`src/rtl/msftdvip_apb_splitter_pkg.sv`:
```
// Shared types and default address map for the APB 1-to-N splitter.
// The decoder, bus interface and splitter top all import this package.
package msftdvip_apb_splitter_pkg;

    typedef enum logic [1:0] {
        IDLE   = 2'd0,
        SETUP  = 2'd1,
        ACCESS = 2'd2,
        RESP   = 2'd3
    } apb_state_e;

    localparam int DEF_NUM_SLV    = 4;
    localparam int DEF_TMO_CYCLES = 256;

    localparam logic [31:0] DEF_SLV_BASE [DEF_NUM_SLV] = '{
        32'h0000_0000, 32'h0000_1000, 32'h0000_2000, 32'h0000_3000
    };
    localparam logic [31:0] DEF_SLV_MASK [DEF_NUM_SLV] = '{default: 32'hFFFF_F000};

    // Width needed to index n items; never returns zero so vectors stay legal.
    function automatic int idx_width(input int n);
        return (n > 1) ? $clog2(n) : 1;
    endfunction

endpackage

```
`src/rtl/msftdvip_apb_splitter_if.sv`:
```
// Upstream APB port, downstream shared bus and status signals of the splitter.
// slave = splitter side, master = the agent driving requests and modelling completers.
interface msftdvip_apb_splitter_if
    import msftdvip_apb_splitter_pkg::*;
#(
    parameter int ADDR_W  = 32,
    parameter int DATA_W  = 32,
    parameter int NUM_SLV = DEF_NUM_SLV
);
    localparam int STRB_W = DATA_W / 8;
    localparam int ERR_W  = idx_width(NUM_SLV) + 1;

    logic                       psel_i;
    logic                       penable_i;
    logic                       pwrite_i;
    logic [ADDR_W-1:0]          paddr_i;
    logic [2:0]                 pprot_i;
    logic [STRB_W-1:0]          pstrb_i;
    logic [DATA_W-1:0]          pwdata_i;
    logic [DATA_W-1:0]          prdata_o;
    logic                       pready_o;
    logic                       psuberr_o;

    logic [NUM_SLV-1:0]         psel_o;
    logic                       penable_o;
    logic                       pwrite_o;
    logic [ADDR_W-1:0]          paddr_o;
    logic [2:0]                 pprot_o;
    logic [STRB_W-1:0]          pstrb_o;
    logic [DATA_W-1:0]          pwdata_o;
    logic [NUM_SLV*DATA_W-1:0]  prdata_i;
    logic [NUM_SLV-1:0]         pready_i;
    logic [NUM_SLV-1:0]         pslverr_i;

    logic                       tmo_o;
    logic [ERR_W-1:0]           err_slot_o;

    modport slave (
        input  psel_i, penable_i, pwrite_i, paddr_i, pprot_i, pstrb_i, pwdata_i,
        output prdata_o, pready_o, psuberr_o,
        output psel_o, penable_o, pwrite_o, paddr_o, pprot_o, pstrb_o, pwdata_o,
        input  prdata_i, pready_i, pslverr_i,
        output tmo_o, err_slot_o
    );

    modport master (
        output psel_i, penable_i, pwrite_i, paddr_i, pprot_i, pstrb_i, pwdata_i,
        input  prdata_o, pready_o, psuberr_o,
        input  psel_o, penable_o, pwrite_o, paddr_o, pprot_o, pstrb_o, pwdata_o,
        output prdata_i, pready_i, pslverr_i,
        input  tmo_o, err_slot_o
    );

endinterface

```
`src/rtl/msftdvip_apb_addr_dec.sv`:
```
// Combinational address decoder: reports whether any slot matches and the lowest
// matching slot index, so overlapping windows resolve deterministically.
module msftdvip_apb_addr_dec
    import msftdvip_apb_splitter_pkg::*;
#(
    parameter int                ADDR_W  = 32,
    parameter int                NUM_SLV = DEF_NUM_SLV,
    parameter int                IDX_W   = idx_width(NUM_SLV),
    parameter logic [ADDR_W-1:0] SLV_BASE [NUM_SLV] = DEF_SLV_BASE,
    parameter logic [ADDR_W-1:0] SLV_MASK [NUM_SLV] = DEF_SLV_MASK
) (
    input  logic [ADDR_W-1:0] addr_i,
    output logic              hit_o,
    output logic [IDX_W-1:0]  idx_o
);

    logic [NUM_SLV-1:0] match;

    for (genvar gi = 0; gi < NUM_SLV; gi++) begin : g_match
        assign match[gi] = ((addr_i & SLV_MASK[gi]) == SLV_BASE[gi]);
    end

    // Scan downward so the last assignment is the lowest matching index.
    always_comb begin
        hit_o = |match;
        idx_o = '0;
        for (int i = NUM_SLV - 1; i >= 0; i--) begin
            if (match[i]) begin
                idx_o = IDX_W'(i);
            end
        end
    end

endmodule

```
`src/rtl/msftdvip_apb_splitter.sv`:
```
// APB 1-to-N splitter: decodes the upstream request, replays it on a registered shared
// downstream bus with one-hot select, and returns the response with timeout/error tracking.
module msftdvip_apb_splitter
    import msftdvip_apb_splitter_pkg::*;
#(
    parameter int                ADDR_W     = 32,
    parameter int                DATA_W     = 32,
    parameter int                NUM_SLV    = DEF_NUM_SLV,
    parameter logic [ADDR_W-1:0] SLV_BASE [NUM_SLV] = DEF_SLV_BASE,
    parameter logic [ADDR_W-1:0] SLV_MASK [NUM_SLV] = DEF_SLV_MASK,
    parameter int                TMO_CYCLES = DEF_TMO_CYCLES
) (
    input  logic                  clk_i,
    input  logic                  rst_i,
    msftdvip_apb_splitter_if.slave bus
);

    localparam int STRB_W = DATA_W / 8;
    localparam int IDX_W  = idx_width(NUM_SLV);
    localparam int ERR_W  = IDX_W + 1;
    localparam int CNT_W  = idx_width(TMO_CYCLES);

    apb_state_e         state_q, state_d;
    logic [NUM_SLV-1:0] psel_q, psel_d;
    logic               penable_q, penable_d;
    logic               pwrite_q, pwrite_d;
    logic [ADDR_W-1:0]  paddr_q, paddr_d;
    logic [2:0]         pprot_q, pprot_d;
    logic [STRB_W-1:0]  pstrb_q, pstrb_d;
    logic [DATA_W-1:0]  pwdata_q, pwdata_d;
    logic [IDX_W-1:0]   slot_q, slot_d;
    logic [CNT_W-1:0]   cnt_q, cnt_d;
    logic               pready_q, pready_d;
    logic [DATA_W-1:0]  prdata_q, prdata_d;
    logic               psuberr_q, psuberr_d;
    logic               tmo_q, tmo_d;
    logic [ERR_W-1:0]   err_slot_q, err_slot_d;

    logic               dec_hit;
    logic [IDX_W-1:0]   dec_idx;
    logic               sel_rdy;
    logic               sel_err;
    logic [DATA_W-1:0]  sel_rdata;

    msftdvip_apb_addr_dec #(
        .ADDR_W   (ADDR_W),
        .NUM_SLV  (NUM_SLV),
        .IDX_W    (IDX_W),
        .SLV_BASE (SLV_BASE),
        .SLV_MASK (SLV_MASK)
    ) u_addr_dec (
        .addr_i (bus.paddr_i),
        .hit_o  (dec_hit),
        .idx_o  (dec_idx)
    );

    assign sel_rdy   = bus.pready_i[slot_q];
    assign sel_err   = bus.pslverr_i[slot_q];
    assign sel_rdata = bus.prdata_i[slot_q*DATA_W +: DATA_W];

    always_comb begin
        state_d    = state_q;
        psel_d     = psel_q;
        penable_d  = penable_q;
        pwrite_d   = pwrite_q;
        paddr_d    = paddr_q;
        pprot_d    = pprot_q;
        pstrb_d    = pstrb_q;
        pwdata_d   = pwdata_q;
        slot_d     = slot_q;
        cnt_d      = cnt_q;
        err_slot_d = err_slot_q;
        // Response-side signals are single-cycle: only the transition into RESP raises them.
        pready_d   = 1'b0;
        prdata_d   = '0;
        psuberr_d  = 1'b0;
        tmo_d      = 1'b0;

        unique case (state_q)
            IDLE: begin
                if (bus.psel_i && !bus.penable_i) begin
                    pwrite_d = bus.pwrite_i;
                    paddr_d  = bus.paddr_i;
                    pprot_d  = bus.pprot_i;
                    pstrb_d  = bus.pstrb_i;
                    pwdata_d = bus.pwdata_i;
                    slot_d   = dec_idx;
                    if (dec_hit) begin
                        psel_d          = '0;
                        psel_d[dec_idx] = 1'b1;
                        state_d         = SETUP;
                    end else begin
                        pready_d   = 1'b1;
                        psuberr_d  = 1'b1;
                        err_slot_d = {1'b1, {IDX_W{1'b0}}};
                        state_d    = RESP;
                    end
                end
            end
            SETUP: begin
                penable_d = 1'b1;
                cnt_d     = '0;
                state_d   = ACCESS;
            end
            ACCESS: begin
                // Ready wins over the terminal count so a late completer still succeeds.
                if (sel_rdy) begin
                    psel_d    = '0;
                    penable_d = 1'b0;
                    pready_d  = 1'b1;
                    prdata_d  = pwrite_q ? '0 : sel_rdata;
                    psuberr_d = sel_err;
                    if (sel_err) begin
                        err_slot_d = {1'b0, slot_q};
                    end
                    state_d   = RESP;
                end else if (cnt_q == CNT_W'(TMO_CYCLES - 1)) begin
                    psel_d     = '0;
                    penable_d  = 1'b0;
                    pready_d   = 1'b1;
                    psuberr_d  = 1'b1;
                    tmo_d      = 1'b1;
                    err_slot_d = {1'b0, slot_q};
                    state_d    = RESP;
                end else if (cnt_q != '1) begin
                    cnt_d = cnt_q + 1'b1;
                end
            end
            RESP: begin
                state_d = IDLE;
            end
            default: begin
                state_d = IDLE;
            end
        endcase
    end

    always_ff @(posedge clk_i) begin
        if (rst_i) begin
            state_q    <= IDLE;
            psel_q     <= '0;
            penable_q  <= 1'b0;
            pwrite_q   <= 1'b0;
            paddr_q    <= '0;
            pprot_q    <= '0;
            pstrb_q    <= '0;
            pwdata_q   <= '0;
            slot_q     <= '0;
            cnt_q      <= '0;
            pready_q   <= 1'b0;
            prdata_q   <= '0;
            psuberr_q  <= 1'b0;
            tmo_q      <= 1'b0;
            err_slot_q <= '0;
        end else begin
            state_q    <= state_d;
            psel_q     <= psel_d;
            penable_q  <= penable_d;
            pwrite_q   <= pwrite_d;
            paddr_q    <= paddr_d;
            pprot_q    <= pprot_d;
            pstrb_q    <= pstrb_d;
            pwdata_q   <= pwdata_d;
            slot_q     <= slot_d;
            cnt_q      <= cnt_d;
            pready_q   <= pready_d;
            prdata_q   <= prdata_d;
            psuberr_q  <= psuberr_d;
            tmo_q      <= tmo_d;
            err_slot_q <= err_slot_d;
        end
    end

    assign bus.psel_o     = psel_q;
    assign bus.penable_o  = penable_q;
    assign bus.pwrite_o   = pwrite_q;
    assign bus.paddr_o    = paddr_q;
    assign bus.pprot_o    = pprot_q;
    assign bus.pstrb_o    = pstrb_q;
    assign bus.pwdata_o   = pwdata_q;
    assign bus.pready_o   = pready_q;
    assign bus.prdata_o   = prdata_q;
    assign bus.psuberr_o  = psuberr_q;
    assign bus.tmo_o      = tmo_q;
    assign bus.err_slot_o = err_slot_q;

endmodule

```
`src/flat_wrapper.sv`:
```
// flat-port wrapper written by rule: the top's interface ports become plain ports
module msftdvip_apb_splitter_flat import msftdvip_apb_splitter_pkg::*;
#(
    parameter int                ADDR_W     = 32,
    parameter int                DATA_W     = 32,
    parameter int                NUM_SLV    = DEF_NUM_SLV,
    parameter logic [ADDR_W-1:0] SLV_BASE [NUM_SLV] = DEF_SLV_BASE,
    parameter logic [ADDR_W-1:0] SLV_MASK [NUM_SLV] = DEF_SLV_MASK,
    parameter int                TMO_CYCLES = DEF_TMO_CYCLES
)
  (clk_i, rst_i, bus_psel_i, bus_penable_i, bus_pwrite_i, bus_paddr_i, bus_pprot_i, bus_pstrb_i, bus_pwdata_i, bus_prdata_o, bus_pready_o, bus_psuberr_o, bus_psel_o, bus_penable_o, bus_pwrite_o, bus_paddr_o, bus_pprot_o, bus_pstrb_o, bus_pwdata_o, bus_prdata_i, bus_pready_i, bus_pslverr_i, bus_tmo_o, bus_err_slot_o);
  msftdvip_apb_splitter_if #(.ADDR_W(ADDR_W), .DATA_W(DATA_W), .NUM_SLV(NUM_SLV)) bus_i ();
  input  logic clk_i;
  input  logic rst_i;
  input wire logic [$bits(bus_i.psel_i)-1:0] bus_psel_i;
  input wire logic [$bits(bus_i.penable_i)-1:0] bus_penable_i;
  input wire logic [$bits(bus_i.pwrite_i)-1:0] bus_pwrite_i;
  input wire logic [$bits(bus_i.paddr_i)-1:0] bus_paddr_i;
  input wire logic [$bits(bus_i.pprot_i)-1:0] bus_pprot_i;
  input wire logic [$bits(bus_i.pstrb_i)-1:0] bus_pstrb_i;
  input wire logic [$bits(bus_i.pwdata_i)-1:0] bus_pwdata_i;
  output wire logic [$bits(bus_i.prdata_o)-1:0] bus_prdata_o;
  output wire logic [$bits(bus_i.pready_o)-1:0] bus_pready_o;
  output wire logic [$bits(bus_i.psuberr_o)-1:0] bus_psuberr_o;
  output wire logic [$bits(bus_i.psel_o)-1:0] bus_psel_o;
  output wire logic [$bits(bus_i.penable_o)-1:0] bus_penable_o;
  output wire logic [$bits(bus_i.pwrite_o)-1:0] bus_pwrite_o;
  output wire logic [$bits(bus_i.paddr_o)-1:0] bus_paddr_o;
  output wire logic [$bits(bus_i.pprot_o)-1:0] bus_pprot_o;
  output wire logic [$bits(bus_i.pstrb_o)-1:0] bus_pstrb_o;
  output wire logic [$bits(bus_i.pwdata_o)-1:0] bus_pwdata_o;
  input wire logic [$bits(bus_i.prdata_i)-1:0] bus_prdata_i;
  input wire logic [$bits(bus_i.pready_i)-1:0] bus_pready_i;
  input wire logic [$bits(bus_i.pslverr_i)-1:0] bus_pslverr_i;
  output wire logic [$bits(bus_i.tmo_o)-1:0] bus_tmo_o;
  output wire logic [$bits(bus_i.err_slot_o)-1:0] bus_err_slot_o;
  assign bus_i.psel_i = bus_psel_i;
  assign bus_i.penable_i = bus_penable_i;
  assign bus_i.pwrite_i = bus_pwrite_i;
  assign bus_i.paddr_i = bus_paddr_i;
  assign bus_i.pprot_i = bus_pprot_i;
  assign bus_i.pstrb_i = bus_pstrb_i;
  assign bus_i.pwdata_i = bus_pwdata_i;
  assign bus_prdata_o = bus_i.prdata_o;
  assign bus_pready_o = bus_i.pready_o;
  assign bus_psuberr_o = bus_i.psuberr_o;
  assign bus_psel_o = bus_i.psel_o;
  assign bus_penable_o = bus_i.penable_o;
  assign bus_pwrite_o = bus_i.pwrite_o;
  assign bus_paddr_o = bus_i.paddr_o;
  assign bus_pprot_o = bus_i.pprot_o;
  assign bus_pstrb_o = bus_i.pstrb_o;
  assign bus_pwdata_o = bus_i.pwdata_o;
  assign bus_i.prdata_i = bus_prdata_i;
  assign bus_i.pready_i = bus_pready_i;
  assign bus_i.pslverr_i = bus_pslverr_i;
  assign bus_tmo_o = bus_i.tmo_o;
  assign bus_err_slot_o = bus_i.err_slot_o;
  msftdvip_apb_splitter #(.ADDR_W(ADDR_W), .DATA_W(DATA_W), .NUM_SLV(NUM_SLV), .SLV_BASE(SLV_BASE), .SLV_MASK(SLV_MASK), .TMO_CYCLES(TMO_CYCLES)) u_core (.clk_i(clk_i), .rst_i(rst_i), .bus(bus_i));
endmodule
```
`config.mk`:
```
export PLATFORM = sky130hd
export DESIGN_NAME = msftdvip_apb_splitter_flat
export DESIGN_NICKNAME = d
export VERILOG_FILES = /design/src/rtl/msftdvip_apb_splitter_pkg.sv /design/src/rtl/msftdvip_apb_splitter_if.sv /design/src/rtl/msftdvip_apb_addr_dec.sv /design/src/rtl/msftdvip_apb_splitter.sv /design/src/flat_wrapper.sv
export SDC_FILE = /design/constraint.sdc
export NUM_CORES = 1
export LEC_CHECK = 0
export BUFFER_PORTS_ARGS = -buffer_cell sky130_fd_sc_hd__buf_2
export CAP_MARGIN = 0
export CORE_AREA = 2 2 127 129
export DETAILED_ROUTE_END_ITERATION = 8
export DIE_AREA = 0 0 129 131
export PLACE_DENSITY = 0.65
export SLEW_MARGIN = 40
export SYNTH_ARGS = -nofsm -noshare
export SYNTH_HDL_FRONTEND = slang
export SYNTH_SLANG_ARGS = --single-unit
```
`constraint.sdc`:
```
create_clock -name clk_i -period 5.28 [get_ports clk_i]
set_input_delay 0.792 -clock clk_i [delete_from_list [all_inputs] [get_ports clk_i]]
set_output_delay 0.792 -clock clk_i [all_outputs]
set_load 0.02 [all_outputs]
```
* Word level (Yosys, flattened, before mapping)
Index checks and enable logic that the tools add are counted.
** Storage, ports and cells
- Register bits after elaboration :: 127
- Latch bits :: 0
- RAM bits :: 0
- Memory bits (read-only) :: 0
- Input port bits :: 212
- Output and inout bits :: 115
- Word-level logic and storage cells :: 94
- Memories :: 0
** Operators by class
- Add/subtract/negate cells :: 1
- Multiply operators :: 0
- Div/mod/pow operators :: 0
- Order comparisons :: 3
- Equal/unequal tests :: 16
- Shifts and indexed selects :: 1
- Multiplexer cells :: 40
- Bitwise gates (word level) :: 2
- Reduce and logical (&&, ||, !) cells :: 16
** Operators by type and width (count)
- $shiftx A128 B8 Y32 :: 1
- $eq A20 B2 Y1 const B :: 2
- $logic_not A32 Y1 :: 1
- $mux W8 :: 3
- $eq A20 B1 Y1 const B :: 1
- $mux W2 :: 8
- $mux W4 :: 4
- $pmux W8 S2 :: 1
- $mux W3 :: 5
- $mux W1 :: 10
- $add A8 B1 Y8 const B :: 1
- $eq A8 B8 Y1 const B :: 1
- $ne A8 B8 Y1 const B :: 1
- $pmux W2 S4 :: 1
- $pmux W4 S2 :: 1
- $reduce_and A4 Y1 :: 2
- $reduce_or A4 Y1 :: 2
- $lt A2 B3 Y1 const B :: 2
- $ne A2 B1 Y1 const B :: 3
- $ne A2 B2 Y1 const B :: 3
- $pmux W1 S2 :: 3
- $pmux W3 S2 :: 1
- $reduce_and A2 Y1 :: 3
- $reduce_and A5 Y1 :: 1
- 13 further kinds :: 18

* Logic depth before layout (Yosys ltp)
- Depth in word-level cells :: 12
- Mapped depth :: 8

* Hierarchy
Synthesis repeated with hierarchy kept, for this count alone.
** Second synthesis, totals
- Cells, all modules :: 571
- Area total of the unflattened synthesis :: 5370.2 µm²
** By module, submodules not included
- msftdvip_apb_splitter :: instances 1, cells each 562, area each 5300.1 µm², sequential area each 2542.4 µm²
- msftdvip_apb_addr_dec :: instances 1, cells each 9, area each 70.1 µm², sequential area each 0.0 µm²

* Worst setup path before layout
OpenSTA, ideal clock, no wires.
- Path kind :: input to register
- Start :: input bus_paddr_i[31]
- End :: register u_core.psel_q[0], in the netlist u_core.bus.psel_o[0]
- Library setup time :: 0.116 ns
- Arrival time :: 2.343 ns
- Data required time :: 5.164 ns
- Path slack :: 2.821 ns
- Cell stages on the path :: 5
- Cells stage by stage :: or4_1 > nor4_2 > a31oi_1 > or2_2 > a31o_2
** Between the ends
- Longest elaborated chain between the ends :: 12
** RTL lines
- start, declared :: line flat_wrapper.sv:18 : input wire logic [$bits(bus_i.paddr_i)-1:0] bus_paddr_i;
- $eq A20 B2 Y1 :: line msftdvip_apb_addr_dec.sv:20 : assign match[gi] = ((addr_i & SLV_MASK[gi]) == SLV_BASE[gi]);
- $mux W2 (4 in a row) :: line msftdvip_apb_addr_dec.sv:28 : if (match[i]) begin
- $lt A2 B3 Y1 (not written as such) or $ge A2 B1 Y1 (tied branches) :: line msftdvip_apb_splitter.sv:90 : psel_d[dec_idx] = 1'b1;
- $logic_and A1 B1 Y1 (not written as such) :: line msftdvip_apb_splitter.sv:90
- $mux W1 (not written as such) :: line msftdvip_apb_splitter.sv:90
- $demux W1 S2
- $mux W4 :: line msftdvip_apb_splitter.sv:88 : if (dec_hit) begin
- $mux W4 :: line msftdvip_apb_splitter.sv:81 : if (bus.psel_i && !bus.penable_i) begin
- $pmux W4 S2 :: line msftdvip_apb_splitter.sv:79 : unique case (state_q)
- end signal, assigned :: line msftdvip_apb_splitter.sv:157 : psel_q <= psel_d;
- end, declared :: line msftdvip_apb_splitter.sv:24 : logic [NUM_SLV-1:0] psel_q, psel_d;
Several ways; a longest one is shown, not always the timed one. The select of a mux whose other input is x is not followed.
A chain may end at the register's enable or synchronous reset.

* Final worst setup path
- Start :: register u_core.slot_q[1]
- End :: register u_core.psel_q[0], in the netlist u_core.bus.psel_o[0]
** Between the ends
- Longest elaborated chain between the ends :: 4
** RTL lines
- start, declared :: line msftdvip_apb_splitter.sv:31 : logic [IDX_W-1:0] slot_q, slot_d;
- start signal, assigned :: line msftdvip_apb_splitter.sv:164 : slot_q <= slot_d;
- $bmux W1 S2 (*) :: line msftdvip_apb_splitter.sv:57 : assign sel_rdy = bus.pready_i[slot_q];
- $mux W1 (not written as such) (*) :: line msftdvip_apb_splitter.sv:57
- $ne A3 B1 Y1 (no line) or $mux W4 (tied branches)
- $reduce_and A4 Y1 (no line) or $pmux W4 S2 (tied branches)
Every way passes the cells marked *; elsewhere a longest branch is shown, timed or not. The select of a mux whose other input is x is not followed.

==> run_results.csv <==
group,metric,value,unit
synth,yosys.area_share.adder,0.01168,
timing,max_freq,0.3781,GHz
floorplan,die_w,129,um
clocking,cts_setup_buffers,0,
grt,grt_pass1_vias,4941,
setup_path,startpoint_type,"register",
floorplan,coreArea,15600,um^2
route,first_iter_violations,216,
route,top_layer_used,"met4",
route,wl_met3,1365,um
clocking,cts.sinks,127,
synth,ys.flop_type,"dfxtp_1",
synth,yosysSeqAreaShare,0.4745,
timing,fin_tns_setup,0,ns
clocking,clk_path_buf_depth,2,
synth,synth_edf_count,0,
clocking,cts_htree_levels,4,
route,ant_nets,0,
layout,final_nets,1100,
timing,max_slew_margin,0.4755,
layout,finish.instance_area,7702,um^2
floorplan,die_area,16900,um^2
layout,multiInputGateArea,2604,um^2
synth,synth_compound_gate_area_share,0.1228,
synth,synth_top_family_by_area,"simple AND/OR/NAND/NOR gates",
power_and_ir_drop,power.total,2.908,mW
synth,syn_avg_cell_area,9.301,um^2
floorplan,placementRows,46,
route,post-route-drc-count,0,
grt,track_usage,0.2091,
synth,ys_types,48,
power_and_ir_drop,p_leak,3.572,nW
run_status,outcome,"completed",
timing,period_needed,2.645,ns
synth,yosys_warnings,0,
route,routedWlPerCell,16.63,um
clocking,holdBufCountCts,0,
timing,hold_viol_final,0,
route,dr_wl_met2,9081,um
timing,rsz0062_at_grt,"no",
floorplan,start_util,0.3435,
worst_hold_path,hold_class,"reg2reg",
route,routed_wl,18570,um
timing,setup_viol,0,
power_and_ir_drop,p_per_area,377.6,nW/um^2
synth,ys_seq_elements,127,
synth,synth-xor-area-share,0,
synth,synth.area.mux_share,0.1448,
route,vias,5422,
clocking,root_buffer,"clkbuf_16",
floorplan,ios,327,
power_and_ir_drop,ir_drop,0.0002389,V
setup_path,crit_required,5.59,ns
synth,syn_nets,793,
timing,maxSlewViolCount,0,
route,post_drt_via_cell_ratio,4.854,
run,drv_cap,0,
synth,synthArstFlopShare,0,
layout,drive_above_1_share,0.4525,
placement,placed_cell_area,7132,um^2
route,drt-met1-wl,7540,um
layout,final-seq-area,2545,um^2
placement,globalplace.congestion,0.8663,
clocking,cts_resized,0,
clocking,insertion_delay,0.41,ns
timing,tightest_slew,0.7867,ns
placement,dp_hpwl,14080,um
setup_path,cp.arrival,2.95,ns
placement,numPortBuffers,326,
clocking,cts_buffers,17,
layout,fillers,1577,
grt,overflow,0,
layout,fin_cells,1117,
setup_path,worstPathMaxFanout,38,
route,firstDrtPassIters,4,
synth,yosys.area_share.simple,0.2055,
timing,clock_skew,0.006324,ns
layout,final_util,0.4938,
timing,finalCritPeriodShare,0.5009,
grt,grt_max_degree,76,
clocking,path_clk_slew,0.05,ns
synth,syn_inst,576,
synth,syn-cell-area,5358,um^2
grt,grt_pass1_wl,26710,um
setup_path,crit_type,"reg2reg",
setup_path,end_kind,"register",
clocking,cts_tree,"built",
grt,antenna_found_initial,6,
layout,area_growth,43.76,%
floorplan,die_h,131,um
placement,dp.cells,1080,
[cell usage in the layout (no fill, tap or decap), drive strengths merged, types with 2 or more instances in the layout]
master,synthesis,layout
a31oi,3,3
nor2b,2,2
clkinvlp,0,4
a311oi,3,3
clkbuf,36,20
nand3,6,6
o22a,2,2
nand2,162,162
ha,5,5
and2,2,2
clkinv,1,6
mux4,34,34
or2,2,2
dfxtp,127,127
inv,8,8
or4,4,4
nand3b,2,2
o211ai,3,3
diode,0,6
and3,34,34
a21oi,83,83
bufinv,0,2
nand2b,2,2
nor2,12,12
nand4,4,4
o21ai,7,7
nor3,6,6
buf,8,332
[through the flow]
step	worst slack (ns)	hold WS, ns
after CTS	2.651	0.4514
after detailed placement	2.496	0.4433
final	2.635	0.4487
after global placement	2.522	0.4387
after global routing	2.494	0.4652
after floorplan	2.821	0.4402
[worst max-delay path, cell delays in order, from the launching register on]
cell and delay (ns):
dfxtp_2 0.31, buf_4 0.40, mux4_2 0.71, a21o_1 0.30, o21ai_2 0.16, or2_2 0.37
a31o_2 0.25
[path summary, 6_finish.rpt]
check,slack (ns),to,depth (start not counted),start
worst max-delay path,2.64,u_core.bus.psel_o[0],6,u_core.slot_q[1]
worst min-delay path,0.45,u_core.bus.pwdata_o[15],2,u_core.bus.pwdata_o[15]
worst max register to register,2.64,u_core.bus.psel_o[0],6,u_core.slot_q[1]
worst min register to register,0.45,u_core.bus.pwdata_o[15],2,u_core.bus.pwdata_o[15]
[cell families (layout without fill, tap and decap cells)]
kind of cell | after synthesis | in the layout
AOI/OAI and AO/OA | 112 | 112
adders and majority gates | 5 | 5
buffers and inverters | 53 | 372
DFF | 127 | 127
muxes | 35 | 35
other | 0 | 6
and+or+nand+nor | 244 | 244
[state kept, by name (all words and copies together), names as in the netlist, 2 cells and up]
register               count
u_core.bus.err_slot_o      3
u_core.bus.paddr_o        32
u_core.bus.pprot_o         3
u_core.bus.prdata_o       32
u_core.bus.psel_o          4
u_core.bus.pstrb_o         4
u_core.bus.pwdata_o       32
u_core.cnt_q               8
u_core.slot_q              2
u_core.state_q             2
[metal layers]
metal,vias up,track usage
li1,2641,-
met1,2528,0.2455
met2,221,0.3408
met5,-,0
met4,0,0.1285
met3,32,0.05863
[cell type report]
| cell class | count | area share |
|---|---|---|
| well taps | 216 | 0.03509 |
| flip-flops and latches | 127 | 0.3304 |
| repair buffers | 332 | 0.2180 |
| inverters | 9 | 0.004386 |
| clock inverters | 11 | 0.01543 |
| multi-input cells | 396 | 0.3380 |
| diodes | 6 | 0.001949 |
| clock buffers | 20 | 0.05669 |
[Yosys cell counts, types with 3 or more instances]
master | count | share of area
and3_1 | 34 | 0.040
nand4_1 | 4 | 0.0047
a21oi_1 | 83 | 0.078
o211ai_1 | 3 | 0.0042
nor2_1 | 12 | 0.0084
mux4_2 | 34 | 0.14
buf_1 | 4 | 0.0028
or4_1 | 4 | 0.0056
nand3_1 | 6 | 0.0056
clkbuf_1 | 35 | 0.025
a31oi_1 | 3 | 0.0035
nand2_1 | 162 | 0.11
nor3_1 | 6 | 0.0056
dfxtp_1 | 127 | 0.47
ha_1 | 5 | 0.012
o21ai_0 | 6 | 0.0056
inv_1 | 8 | 0.0056
[report_power, final]
| part | switching (mW) | total, mW | internal (mW) | leakage (nW) |
|---|---|---|---|---|
| clock | 0.422 | 1.11 | 0.688 | 0.262 |
| combinational | 0.452 | 0.703 | 0.251 | 2.28 |
| sequential | 0.0436 | 1.09 | 1.05 | 1.03 |
| total | 0.918 | 2.91 | 1.99 | 3.57 |
(Power assumes the default switching activity.)
